--- config.mk ---
export PLATFORM = sky130hd
export DESIGN_NAME = sobel_win_sched
export DESIGN_NICKNAME = d
export VERILOG_FILES = /design/src/rtl/sobel_pkg.sv /design/src/rtl/sobel_pos_cnt.sv /design/src/rtl/sobel_win_sched.sv
export SDC_FILE = /design/constraint.sdc
export NUM_CORES = 1
export LEC_CHECK = 0
export CAP_MARGIN = 0
export CORE_MARGIN = 3
export CORE_UTILIZATION = 40
export DETAILED_ROUTE_END_ITERATION = 8
export SYNTH_ARGS = -nofsm -noshare
export SYNTH_HDL_FRONTEND = slang
export SYNTH_SLANG_ARGS = --single-unit
--- constraint.sdc ---
create_clock -name sys_clk -period 2.5 [get_ports sys_clk]
set_input_delay 0.625 -clock sys_clk [delete_from_list [all_inputs] [get_ports sys_clk]]
set_output_delay 0.625 -clock sys_clk [all_outputs]
set_load 0.03 [all_outputs]
--- src/rtl/sobel_pkg.sv ---
// Shared constants for the Sobel window scheduler and its arithmetic datapath.
// State encoding, enable-chain depth and output pixel levels.
package sobel_pkg;

   localparam logic [2:0] ST_IDLE   = 3'd0;
   localparam logic [2:0] ST_LINE0  = 3'd1;
   localparam logic [2:0] ST_LINE1  = 3'd2;
   localparam logic [2:0] ST_STREAM = 3'd3;
   localparam logic [2:0] ST_FLUSH  = 3'd4;

   typedef enum logic [2:0] {
      S_IDLE   = ST_IDLE,
      S_LINE0  = ST_LINE0,
      S_LINE1  = ST_LINE1,
      S_STREAM = ST_STREAM,
      S_FLUSH  = ST_FLUSH
   } sched_state_e;

   localparam int PIPE_DEPTH = 5;

   localparam logic [7:0] THRESHOLD = 8'd100;
   localparam logic [7:0] BLACK     = 8'h00;
   localparam logic [7:0] WHITE     = 8'hFF;

endpackage

--- src/rtl/sobel_pos_cnt.sv ---
// Column/row position of the incoming pixel stream, advancing once per accepted pixel.
// Exposes the current column plus end-of-line and end-of-frame flags.
module sobel_pos_cnt #(
   parameter int WIDTH_P  = 640,
   parameter int LENGTH_P = 480,
   parameter int CNT_W    = 10
) (
   input  logic             clk,
   input  logic             srst,
   input  logic             clr,
   input  logic             adv,
   output logic [CNT_W-1:0] col,
   output logic             col_last,
   output logic             frame_last
);

   logic [CNT_W-1:0] col_reg;
   logic [CNT_W-1:0] row_reg;

   assign col        = col_reg;
   assign col_last   = (col_reg == CNT_W'(WIDTH_P - 1));
   assign frame_last = col_last && (row_reg == CNT_W'(LENGTH_P - 1));

   always_ff @(posedge clk) begin
      if (srst || clr) begin
         col_reg <= '0;
         row_reg <= '0;
      end else if (adv) begin
         if (col_last) begin
            col_reg <= '0;
            row_reg <= frame_last ? '0 : row_reg + 1'b1;
         end else begin
            col_reg <= col_reg + 1'b1;
         end
      end
   end

endmodule

--- src/rtl/sobel_win_sched.sv ---
// Sequencing controller for the 3x3 Sobel window: line-FIFO strobes and stage enable chain.
// Optional sticky protocol-error flag enabled by defining SOBEL_SCHED_ERR_EN.
module sobel_win_sched
   import sobel_pkg::*;
#(
   parameter int WIDTH_P  = 640,
   parameter int LENGTH_P = 480,
   parameter int CNT_W    = 10
) (
   input  logic sys_clk,
   input  logic sys_rst,
   input  logic frame_start,
   input  logic pix_valid,
   output logic fifo_clr,
   output logic fifo1_wr_en,
   output logic fifo2_wr_en,
   output logic fifo1_src_sel,
   output logic fifo_rd_en,
   output logic win_shift_en,
   output logic win_load_en,
   output logic grad_en,
   output logic mag_en,
   output logic out_valid,
   output logic frame_done,
   output logic sched_err
);

   sched_state_e          state_reg;
   logic [PIPE_DEPTH-1:0] rd_pipe_reg;
   logic [PIPE_DEPTH-1:0] res_pipe_reg;
   logic                  wr_dly_reg;
   logic                  frame_done_reg;

   logic [CNT_W-1:0] col;
   logic             col_last;
   logic             frame_last;

   logic accept;
   logic line0_wr;
   logic line1_wr;
   logic rd_now;
   logic res_now;
   logic cnt_adv;

   // A coincident frame_start wins over the pixel, so the pixel is never accepted.
   assign accept   = pix_valid && !frame_start && !sys_rst;
   assign line0_wr = accept && (state_reg == S_LINE0);
   assign line1_wr = accept && (state_reg == S_LINE1);
   assign rd_now   = accept && (state_reg == S_STREAM);
   assign res_now  = rd_now && (col >= CNT_W'(2));
   assign cnt_adv  = line0_wr || line1_wr || rd_now;

   sobel_pos_cnt #(
      .WIDTH_P  (WIDTH_P),
      .LENGTH_P (LENGTH_P),
      .CNT_W    (CNT_W)
   ) u_pos_cnt (
      .clk        (sys_clk),
      .srst       (sys_rst),
      .clr        (frame_start),
      .adv        (cnt_adv),
      .col        (col),
      .col_last   (col_last),
      .frame_last (frame_last)
   );

   // Row n-1 recirculates from FIFO2 into FIFO1 one cycle after the read that exposed it.
   assign fifo_clr      = frame_start && !sys_rst;
   assign fifo1_wr_en   = line0_wr || wr_dly_reg;
   assign fifo1_src_sel = wr_dly_reg;
   assign fifo2_wr_en   = line1_wr || wr_dly_reg;
   assign fifo_rd_en    = rd_now;

   assign win_shift_en = rd_pipe_reg[0];
   assign win_load_en  = rd_pipe_reg[1];
   assign grad_en      = res_pipe_reg[2];
   assign mag_en       = res_pipe_reg[3];
   assign out_valid    = res_pipe_reg[PIPE_DEPTH-1];
   assign frame_done   = frame_done_reg;

   always_ff @(posedge sys_clk) begin
      if (sys_rst) begin
         state_reg      <= S_IDLE;
         rd_pipe_reg    <= '0;
         res_pipe_reg   <= '0;
         wr_dly_reg     <= 1'b0;
         frame_done_reg <= 1'b0;
      end else begin
         rd_pipe_reg    <= {rd_pipe_reg[PIPE_DEPTH-2:0], rd_now};
         res_pipe_reg   <= {res_pipe_reg[PIPE_DEPTH-2:0], res_now};
         wr_dly_reg     <= rd_now;
         frame_done_reg <= 1'b0;
         if (frame_start) begin
            rd_pipe_reg  <= '0;
            res_pipe_reg <= '0;
            wr_dly_reg   <= 1'b0;
            state_reg    <= S_LINE0;
         end else begin
            case (state_reg)
               S_IDLE: state_reg <= S_IDLE;
               S_LINE0: if (pix_valid && col_last) state_reg <= S_LINE1;
               S_LINE1: if (pix_valid && col_last) state_reg <= S_STREAM;
               S_STREAM: if (pix_valid && frame_last) state_reg <= S_FLUSH;
               S_FLUSH: begin
                  if ((rd_pipe_reg == '0) && !wr_dly_reg) begin
                     frame_done_reg <= 1'b1;
                     state_reg      <= S_IDLE;
                  end
               end
               default: state_reg <= S_IDLE;
            endcase
         end
      end
   end

`ifdef SOBEL_SCHED_ERR_EN
   logic err_reg;

   always_ff @(posedge sys_clk) begin
      if (sys_rst) begin
         err_reg <= 1'b0;
      end else if ((pix_valid && ((state_reg == S_IDLE) || (state_reg == S_FLUSH))) ||
                   (frame_start && (state_reg == S_STREAM))) begin
         err_reg <= 1'b1;
      end
   end

   assign sched_err = err_reg;
`else
   assign sched_err = 1'b0;
`endif

endmodule

Word level (Yosys, flattened, before mapping)
Cells that the tools add are included.
- $add $sub $neg: 2
- order comparisons: 1
- eq/ne operators: 14
- muxes and demuxes: 9
- bitwise operators: 1
- reduce and logical (&&, ||, !) cells: 25
- operator list (kind ; count):
    $add A10 B1 Y10 const B ; 2
    $mux W10 ; 2
    $mux W3 ; 4
    $pmux W3 S4 ; 1
    $logic_and A1 B1 Y1 ; 11
    $eq A10 B10 Y1 const B ; 1
    $eq A10 B9 Y1 const B ; 1
    $ge A10 B2 Y1 const B ; 1
    $ne A3 B2 Y1 const B ; 3
    $reduce_and A4 Y1 ; 2
    $eq A3 B2 Y1 const B ; 2
    $ne A2 B1 Y1 const B ; 3
    $logic_not A5 Y1 ; 1
    $logic_or A1 B1 Y1 ; 5
    $eq A3 B1 Y1 const B ; 1
    $eq A3 B3 Y1 const B ; 1
    $logic_not A1 Y1 ; 3
    $ne A3 B3 Y1 const B ; 1
    $reduce_or A3 Y1 ; 1
    $mux W1 ; 2
    $ne A2 B2 Y1 const B ; 1
    $reduce_and A2 Y1 ; 1
    $reduce_or A2 Y1 ; 1
    $not A1 Y1 ; 1
- register bits after elaboration: 35
- bits of input ports: 4
- output and inout bits: 12
- logic and storage cells: 60

Longest topological paths before layout
Gate-level depths: netlist of the first run.
- depth after elaboration: 7
- depth in mapped cells: 6
- gate-level depth less buffers: 5

By module
From an unflattened synthesis of the first run, not the netlist that was laid out.
- cells, all modules: 181
- area, all modules: 1659.1 sq um
- modules (own cells, without submodules) (module ; instances ; cells each ; area an instance (sq um) ; sequential area each (sq um)):
    sobel_pos_cnt ; 1 ; 117 ; 1047.3 ; 400.4
    sobel_win_sched ; 1 ; 64 ; 611.8 ; 280.3

Worst setup path before layout of the first run
OpenSTA, ideal clock, no wires.
- kind: input to output
- from: input port frame_start
- to: output port fifo_rd_en
- data arrival time: 1310 ps
- path slack: 565 ps
- stages: 2
- path through: nor2_1 > and3_1
- word-level cells in the longest chain between the ends: 4
- RTL lines (item ; line ; text):
    start: declaration ; sobel_win_sched.sv:12 ; input logic frame_start,
    $logic_not A1 Y1 ; sobel_win_sched.sv:46 ; assign accept = pix_valid && !frame_start && !sys_rst;
    $logic_and A1 B1 Y1 (2 in series) ; sobel_win_sched.sv:46 ;
    $logic_and A1 B1 Y1 ; sobel_win_sched.sv:49 ; assign rd_now = accept && (state_reg == S_STREAM);
    end: declaration ; sobel_win_sched.sv:18 ; output logic fifo_rd_en,
Every way passes these cells.

Final worst setup path of the first run
- from: input port sys_rst
- to: output port fifo_rd_en
- word-level cells in the longest chain between the ends: 3
- RTL lines (item ; line ; text):
    start: declaration ; sobel_win_sched.sv:11 ; input logic sys_rst,
    $logic_not A1 Y1 ; sobel_win_sched.sv:46 ;
    $logic_and A1 B1 Y1 ; sobel_win_sched.sv:46 ;
    $logic_and A1 B1 Y1 ; sobel_win_sched.sv:49 ;
Every way passes these cells.

==> results of run 1 <==
[final cells by class]
cell class              instances  area share [%]
clock buffers                   7            4.25
inverters                       5           0.925
repair buffers                 21            9.00
clock inverters                 1           0.247
well taps                      50            3.08
multi-input cells             143            49.0
flip-flops and latches         34            33.5
[metal layers]
metal / vias up / global-route usage, % / part of all wire [%] / wire, um
met1: 739 / 18.6 / 45 / 1740
met5: - / 0 / 0 / 0
met2: 46 / 26.9 / 47 / 1840
li1: 753 / - / - / -
met4: 0 / 9.19 / 2.4 / 94
met3: 10 / 4.91 / 5.3 / 204
[worst max-delay path: cells and delay by family]
kind	cells	cell delay, ps
AND/OR/NAND/NOR	2	420
buffers and inverters	2	730
[where the power goes]
part	switching [mW]	internal, mW
registers	0.0105	0.547
clock network	0.190	0.222
logic	0.0593	0.0361
total	0.259	0.805
[through the flow]
step	cell area, sq um	hold slack, ps	instances
2_1_floorplan	1730	406	190
3_3_place_gp	1930	419	253
3_5_place_dp	1930	418	253
4_1_cts	2020	434	261
5_1_grt	2030	453	261
6_report	2030	428	261
[logic make-up after synthesis]
| logic type | count (synthesis) | share of synthesized area [%] |
|---|---|---|
| AND/OR/NAND/NOR | 95 | 36.6 |
| AO/OA/AOI/OAI | 38 | 15.0 |
| flip-flops | 34 | 39.3 |
| buffers and inverters | 13 | 3.76 |
| XOR/XNOR | 6 | 3.03 |
| adder cells (fa/ha/maj) | 3 | 2.17 |
| other | 1 | 0.217 |
[worst max-delay path by stage]
| stage | endpoint | cells after the start |
|---|---|---|
| global placement | u_pos_cnt.row_reg[8]$_SDFFE_PP0P_ | 5 |
| CTS | fifo_rd_en | 4 |
| floorplan | fifo_rd_en | 2 |
| finish | fifo_rd_en | 4 |
| detailed placement | u_pos_cnt.row_reg[0]$_SDFFE_PP0P_ | 5 |
| global route | fifo_rd_en | 4 |
[cell usage after synthesis, types with 6 or more instances]
library cell / instances
dfxtp_1: 34
a21oi_1: 13
nor2_1: 13
and2_1: 12
nand2_1: 8
nor3_1: 8
nand3_1: 7
nand4_1: 7
o21ai_0: 7
or4_1: 7
or3_1: 6
==> impl_metrics.tcl, run 1 <==
set metrics [dict create \
    status "completed" \
    fin_util_pct 49.7 \
    portBuffers 14 \
    cts_tree "built" \
    root_buffer "clkbuf_8" \
    post-cts-setup-buffers 0 \
    yosysTopAreaCellShare_pct 39.3 \
    ir_drop_mv 0.285 \
    r2r_end "u_pos_cnt.row_reg[0]$_SDFFE_PP0P_" \
    cp_cell_sequence "clkdlybuf4s50_1, nor2_4, and3_1, buf_4" \
    grt_max_degree 15 \
    r2r_slack_ps 630 \
    setup_tns_ps 0 \
    drive_above_1_share_pct 15.2 \
    relSlewSlack_pct 59.5 \
    synth_ff_type "dfxtp_1" \
    synth.area.top_cells "dfxtp_1 (39%), and2_1 (4.3%), a21oi_1 (3.8%), or4_1 (3.0%), nor2_1 (2.8%)" \
    maxCapViolCount 0 \
    htreeDepth 2 \
    vias 1548 \
    drc 0 \
    area_growth_pct 17.2 \
    synth_area_sq_mm 0.00173 \
    critPathMaxFanout 7 \
    worst-setup-path-type "input pin to output port" \
    hold_buffers 0 \
    io_pins 16 \
    yosysWarnings 0 \
    diodes 0 \
    crit_path_end_kind "output port" \
    cts.sinks 34 \
    max_stage_delay_ps 560 \
    clock_skew_ps 6.23 \
    async_flop_share_pct 0 \
    min_path_type "flop to flop" \
    max_clock_freq_mhz 417 \
    setup_viol 0 \
    post_cts_resized 1 \
    period_share_pct 96.0 \
    whs_endpoint "res_pipe_reg[1]$_SDFF_PP0_" \
    initial_utilization_pct 42.4 \
    numCtsBuffers 5 \
    dieWidth_um 71.8 \
    synth_edf_count 0 \
    synth_cell_types 50 \
    grt_pass1_vias 1477 \
    rr_startpoint "u_pos_cnt.col[6]$_SDFFE_PP0P_" \
    fp.dieH_um 71.8 \
    dieArea_sq_mm 0.00515 \
    p_total_mw 1.06 \
    ys_seq_area_share_pct 39.3 \
    drt_iter0_drc 73 \
    worstSetupStartpointType "input pin" \
    rows 23 \
    ant_nets 0 \
    crit_start "sys_rst" \
    worstMarginPinSlew_ps 605 \
    routed_wire_length_per_instance_um 14.9 \
    coreArea_sq_mm 0.00409 \
    hold_start "res_pipe_reg[0]$_SDFF_PP0_" \
    ys_ff_latch 34 \
    synthCells 190 \
    worst_slack_ps 101 \
    finalNetCount 217 \
    drv_slew 0 \
    synthesis.nets 197 \
    drtPass1Iterations 5 \
    avgSynthCellArea_sq_um 9.11 \
    routed_wl_um 3880 \
    mostFrequentLayoutCell "dfxtp_1" \
    clk_latency_ps 280 \
    hold_viol 0 \
    p_leak_nw 0.704 \
    overflow 0 \
    fillers 380 \
    register_area_sq_um 681 \
    dp_slack_ps -69.0 \
    synth_top_area_cell "dfxtp_1" \
    grt_use_total_pct 16.3 \
    rsz0062_at_grt "false" \
    clockBufferDepth 2 \
    critPathSlowestCell "clkdlybuf4s50_1" \
    path_clk_slew_ps 60 \
    p_per_area_mw_per_mm2 524 \
    multi_input_area_sq_um 993 \
    gp_congestion 0.846 \
    layout_common_cells "dfxtp_1 (34), a21oi_1 (13), nor2_1 (12), and2_1 (12), buf_4 (11)" \
    viasPerCell 5.93 \
    arrival_ps 1770 \
    grt_pass1_wl_um 6570 \
    worst-r2r-cell-count 4 \
    required_ps 1880 \
    holdPathStages 1 \
    dp_hpwl_um 2850 \
    antenna_found_initial 0 \
    finalCriticalPeriod_ps 2400 \
]
No activity file was read; power rests on OpenSTA's default activity.
==> run 2, diff against run 1 <==
- CORE_UTILIZATION: 40 -> 52
- PLACE_DENSITY: not set -> 0.73
- SKIP_LAST_GASP: not set -> 1
==> run 2 against run 1 <==
- first-iteration DRC count fell by 2.7%
- register-to-register slack about the same
- worst setup slack got worse by 30 ps
- clock power is 1% lower
- total power down 0.29%
- die area is 21% lower
- sequential power about the same
- hold slack better by 20 ps
- largest cell class unchanged
==> impl_metrics.tcl, run 2 (synthesis gave the netlist of run 1 again) <==
set metrics [dict create \
    portBuffers 14 \
    grt_use_total_pct 19.6 \
    antenna_found_initial 0 \
    clk_latency_ps 350 \
    p_total_mw 1.06 \
    mostFrequentLayoutCell "dfxtp_1" \
    rows 20 \
    maxCapViolCount 0 \
    drt_iter0_drc 71 \
    hold_buffers 0 \
    ant_nets 0 \
    rr_startpoint "u_pos_cnt.col[6]$_SDFFE_PP0P_" \
    drive_above_1_share_pct 16.8 \
    overflow 0 \
    worst-setup-path-type "input pin to output port" \
    viasPerCell 5.83 \
    wl_met2_um 1800 \
    diodes 0 \
    initial_utilization_pct 55.8 \
    fp.dieH_um 63.7 \
    dieArea_sq_mm 0.00406 \
    fin_cells 258 \
    drtPass1Iterations 4 \
    wl_met3_um 154 \
    relSlewSlack_pct 59.7 \
    ir_drop_mv 0.457 \
    worstMarginPinSlew_ps 603 \
    dp_slack_ps -25.0 \
    setup_tns_ps 0 \
    gp_congestion 0.866 \
    cts.sinks 34 \
    hold_viol 0 \
    grt_pass1_wl_um 6240 \
    post-cts-setup-buffers 0 \
    routed_wl_um 3770 \
    required_ps 1880 \
    fillers 265 \
    numCtsBuffers 5 \
    crit_start "frame_start" \
    finalNetCount 220 \
    clock_skew_ps 9.06 \
    path_clk_slew_ps 110 \
    root_buffer "clkbuf_4" \
    routed_wire_length_per_instance_um 14.6 \
    grt_max_degree 13 \
    grt_pass1_vias 1381 \
    wl_met1_um 1750 \
    top_layer "met4" \
    worstSetupStartpointType "input pin" \
    io_pins 16 \
    p_per_area_mw_per_mm2 523 \
    drc 0 \
    critPathMaxFanout 5 \
    area_growth_pct 17.3 \
    max_clock_freq_mhz 412 \
    coreArea_sq_mm 0.00310 \
    rsz0062_at_grt "false" \
    dp_hpwl_um 2760 \
    clockBufferDepth 2 \
    hold_start "res_pipe_reg[0]$_SDFF_PP0_" \
    layout_common_cells "dfxtp_1 (34), buf_4 (14), a21oi_1 (13)" \
    dieWidth_um 63.7 \
    status "completed" \
    min_path_type "flop to flop" \
    p_leak_nw 0.706 \
    htreeDepth 2 \
    worst_slack_ps 70.9 \
    crit_path_end_kind "output port" \
    vias 1505 \
    post_cts_resized 0 \
    placed_cells 250 \
    setup_viol 0 \
    finalCriticalPeriod_ps 2430 \
    period_share_pct 97.2 \
    drv_slew 0 \
    cts_tree "built" \
    arrival_ps 1800 \
]
==> run 2: cell count changes in the layout (fill, tap and decap cells not counted), sizes merged <==
cell | previous run | this run
buf | 11 | 14
bufinv | 0 | 1
clkbuf | 7 | 5
clkinv | 1 | 0
clkinvlp | 0 | 2
==> run 2: worst max-delay path, stage by stage <==
cell	delay [ps]
clkdlybuf4s50_1	540
nor2_2	250
and3_1	220
buf_4	170
==> run 2: metrics by stage <==
| stage | utilization, % | instance area [sq um] | hold WS, ps |
|---|---|---|---|
| final | 65.4 | 2030 | 448 |
| after global routing | 65.4 | 2030 | 474 |
| after CTS | 65.4 | 2030 | 452 |
| after detailed placement | 62.7 | 1950 | 425 |
| after global placement | 62.7 | 1950 | 408 |
| after floorplan | - | 1730 | 406 |
==> run 2: worst paths after layout <==
path	to	slack, ps	cells past startpoint
worst min-delay path	res_pipe_reg[1]$_SDFF_PP0_	450	1
worst max register to register	u_pos_cnt.row_reg[0]$_SDFFE_PP0P_	640	4
worst min register to register	res_pipe_reg[1]$_SDFF_PP0_	450	1
worst max-delay path	fifo_rd_en	70	4
==> run 2: power by group <==
| part | switching, mW | leakage, nW | total (mW) | internal, mW |
|---|---|---|---|---|
| logic | 0.0587 | 0.394 | 0.0971 | 0.0384 |
| registers | 0.0108 | 0.274 | 0.558 | 0.547 |
| clock network | 0.197 | 0.0374 | 0.407 | 0.210 |
==> run 2: final cells by class <==
class	count	area, sq um	area share, %
clock buffers	5	37.5	1.85
clock inverters	3	45.0	2.22
flip-flops and latches	34	681	33.5
inverters	5	18.8	0.924
multi-input cells	143	988	48.7
well taps	44	55.1	2.71
repair buffers	24	205	10.1
==> run 2: layer usage <==
metal / vias up / global-route usage, %
met5: - / 0
li1: 760 / -
met2: 32 / 29.7
met4: 0 / 7.28
met3: 7 / 6.60
met1: 706 / 25.8
==> run 3, diff against run 2 <==
- CORE_UTILIZATION: 52 -> 55
- HOLD_SLACK_MARGIN: not set -> 0.05
- PLACE_DENSITY: 0.73 -> 0.77
==> run 3 against run 2 <==
- global-route usage is 1.3 points higher
- utilization up 4.5 points
- critical path depth is the same
- die area decreased by 4.9%
- cell count down 1.6%
- fmax up 0.87%
- first-iteration DRC count up 80%
- clock-buffer cell count did not move
- combinational power down 3.5%
- total power fell by 0.62%
- final area shrank 0.86%
- critical path type unchanged
- critical endpoint unchanged
==> impl_metrics.tcl, run 3 (synthesis gave the netlist of run 1 again) <==
set metrics [dict create \
    status "completed" \
    holdPathStages 1 \
    power_switching_share_pct 24.9 \
    clkPwrFrac_pct 38.2 \
    portBuffers 14 \
    path_clk_slew_ps 110 \
    worstMarginPinSlew_ps 576 \
    cts_tree "built" \
    clk_latency_ps 340 \
    arrival_ps 1780 \
    finalNetCount 218 \
    worst-r2r-cell-count 4 \
    min_path_type "flop to flop" \
    mostFrequentLayoutCell "dfxtp_1" \
    overflow 0 \
    combPwrFrac_pct 8.9 \
    post-cts-setup-buffers 0 \
    root_buffer "clkbuf_4" \
    area_growth_pct 16.3 \
    htreeDepth 2 \
    setup_viol 0 \
    clock_skew_ps 8.99 \
    required_ps 1880 \
    io_pins 16 \
    p_leak_nw 0.696 \
    rr_startpoint "u_pos_cnt.col[6]$_SDFFE_PP0P_" \
    power_switching_mw 0.262 \
    detailed_place.area_sq_mm 0.00193 \
    finalCriticalPeriod_ps 2410 \
    layout_common_cells "dfxtp_1 (34), a21oi_1 (13), nor2_1 (12), and2_1 (12), buf_4 (12)" \
    fin_util_pct 70.0 \
    max_clock_freq_mhz 415 \
    whs_endpoint "res_pipe_reg[2]$_SDFF_PP0_" \
    fillers 249 \
    crit_path_end_kind "output port" \
    drtPass1Iterations 4 \
    grt_max_degree 14 \
    vias 1513 \
    worstSetupStartpointType "input pin" \
    fp.dieH_um 62.1 \
    p_seq_share_pct 53.0 \
    period_share_pct 96.3 \
    hold_viol 0 \
    maxCapViolCount 0 \
    drive_above_1_share_pct 16.0 \
    dieArea_sq_mm 0.00386 \
    gp_congestion 0.851 \
    dp_hpwl_um 2740 \
    grt_pass1_vias 1440 \
    drc 0 \
    ant_nets 0 \
    drv_slew 0 \
    cts.sinks 34 \
    routed_wire_length_per_instance_um 14.6 \
    clockBufferDepth 2 \
    r2r_slack_ps 660 \
    p_total_mw 1.05 \
    initial_utilization_pct 60.2 \
    r2r_end "u_pos_cnt.row_reg[0]$_SDFFE_PP0P_" \
    coreArea_sq_mm 0.00288 \
    grt_use_total_pct 21.0 \
    ir_drop_mv 0.370 \
    worst-setup-path-type "input pin to output port" \
    routed_wl_um 3720 \
    drt_iter0_drc 128 \
    grt_pass1_wl_um 6580 \
    design_area_sq_mm 0.00201 \
    diodes 0 \
    viasPerCell 5.96 \
    numCtsBuffers 5 \
    hold_start "res_pipe_reg[1]$_SDFF_PP0_" \
    dieWidth_um 62.1 \
    antenna_found_initial 0 \
    p_per_area_mw_per_mm2 524 \
    critPathMaxFanout 6 \
    relSlewSlack_pct 61.4 \
    intPower_mw 0.792 \
    rsz0062_at_grt "false" \
    rows 19 \
]
-- run 3: changes by cell type in the layout (fill, tap and decap cells not counted) --
cell   previous run  this run
buf_4            14        12
-- run 3: per-layer routing --
layer  global-route usage (%)  up-vias  part of all wire (%)  routed length [um]
met3                     6.13        8                   5.3                 199
met2                     34.1       46                    47                1750
li1                         -      761                     -                   -
met1                     26.7      698                    46                1710
met4                     6.91        0                   1.6                  61
met5                        0        -                     0                   0
-- run 3: critical path: stages --
cell and delay, ps:
clkdlybuf4s50_1 550, nor2_2 230, and3_1 210, buf_4 170
-- run 3: what timing repair did --
item / CTS / global route
hold buffers: 0 / 0
gates resized for setup: 0 / 1
endpoints found under the setup margin: 0 / 3
-- run 3: final cells by class --
cell class	instances	area, sq um	area share [%]
Tap cell	42	52.6	2.61
Multi-Input combinational cell	143	988	49.1
Sequential cell	34	681	33.8
Clock inverter	3	45.0	2.24
Timing Repair Buffer	22	190	9.45
Inverter	5	18.8	0.932
Clock buffer	5	37.5	1.86
-- run 3: worst max path at each step --
stage,start,endpoint,slack [ps],depth (start not counted)
2_1_floorplan,frame_start,fifo_rd_en,570,2
3_3_place_gp,pix_valid,u_pos_cnt.row_reg[9]$_SDFFE_PP0P_,7,5
3_5_place_dp,pix_valid,u_pos_cnt.row_reg[7]$_SDFFE_PP0P_,-50,5
4_1_cts,sys_rst,fifo_rd_en,30,4
5_1_grt,sys_rst,fifo_rd_en,1,4
6_report,sys_rst,fifo_rd_en,90,4
-- run 3: metrics by stage --
step | setup TNS, ps | hold slack [ps] | setup slack (ps) | instances
final | 0 | 456 | 92.0 | 254
after global routing | 0 | 481 | 0.966 | 254
after CTS | 0 | 465 | 26.9 | 254
after detailed placement | -89.3 | 437 | -47.9 | 246
after global placement | 0 | 410 | 7.15 | 246
after floorplan | 0 | 406 | 565 | 190
-- run 3: power by group through the flow --
| stage | Sequential (mW) | Combinational [mW] | Clock, mW |
|---|---|---|---|
| finish | 0.559 | 0.0937 | 0.402 |
| floorplan | 0.565 | 0.0651 | 0 |
| detailed placement | 0.570 | 0.0921 | 0 |
| CTS | 0.558 | 0.0930 | 0.417 |
| global placement | 0.570 | 0.0895 | 0 |
| global route | 0.560 | 0.102 | 0.448 |
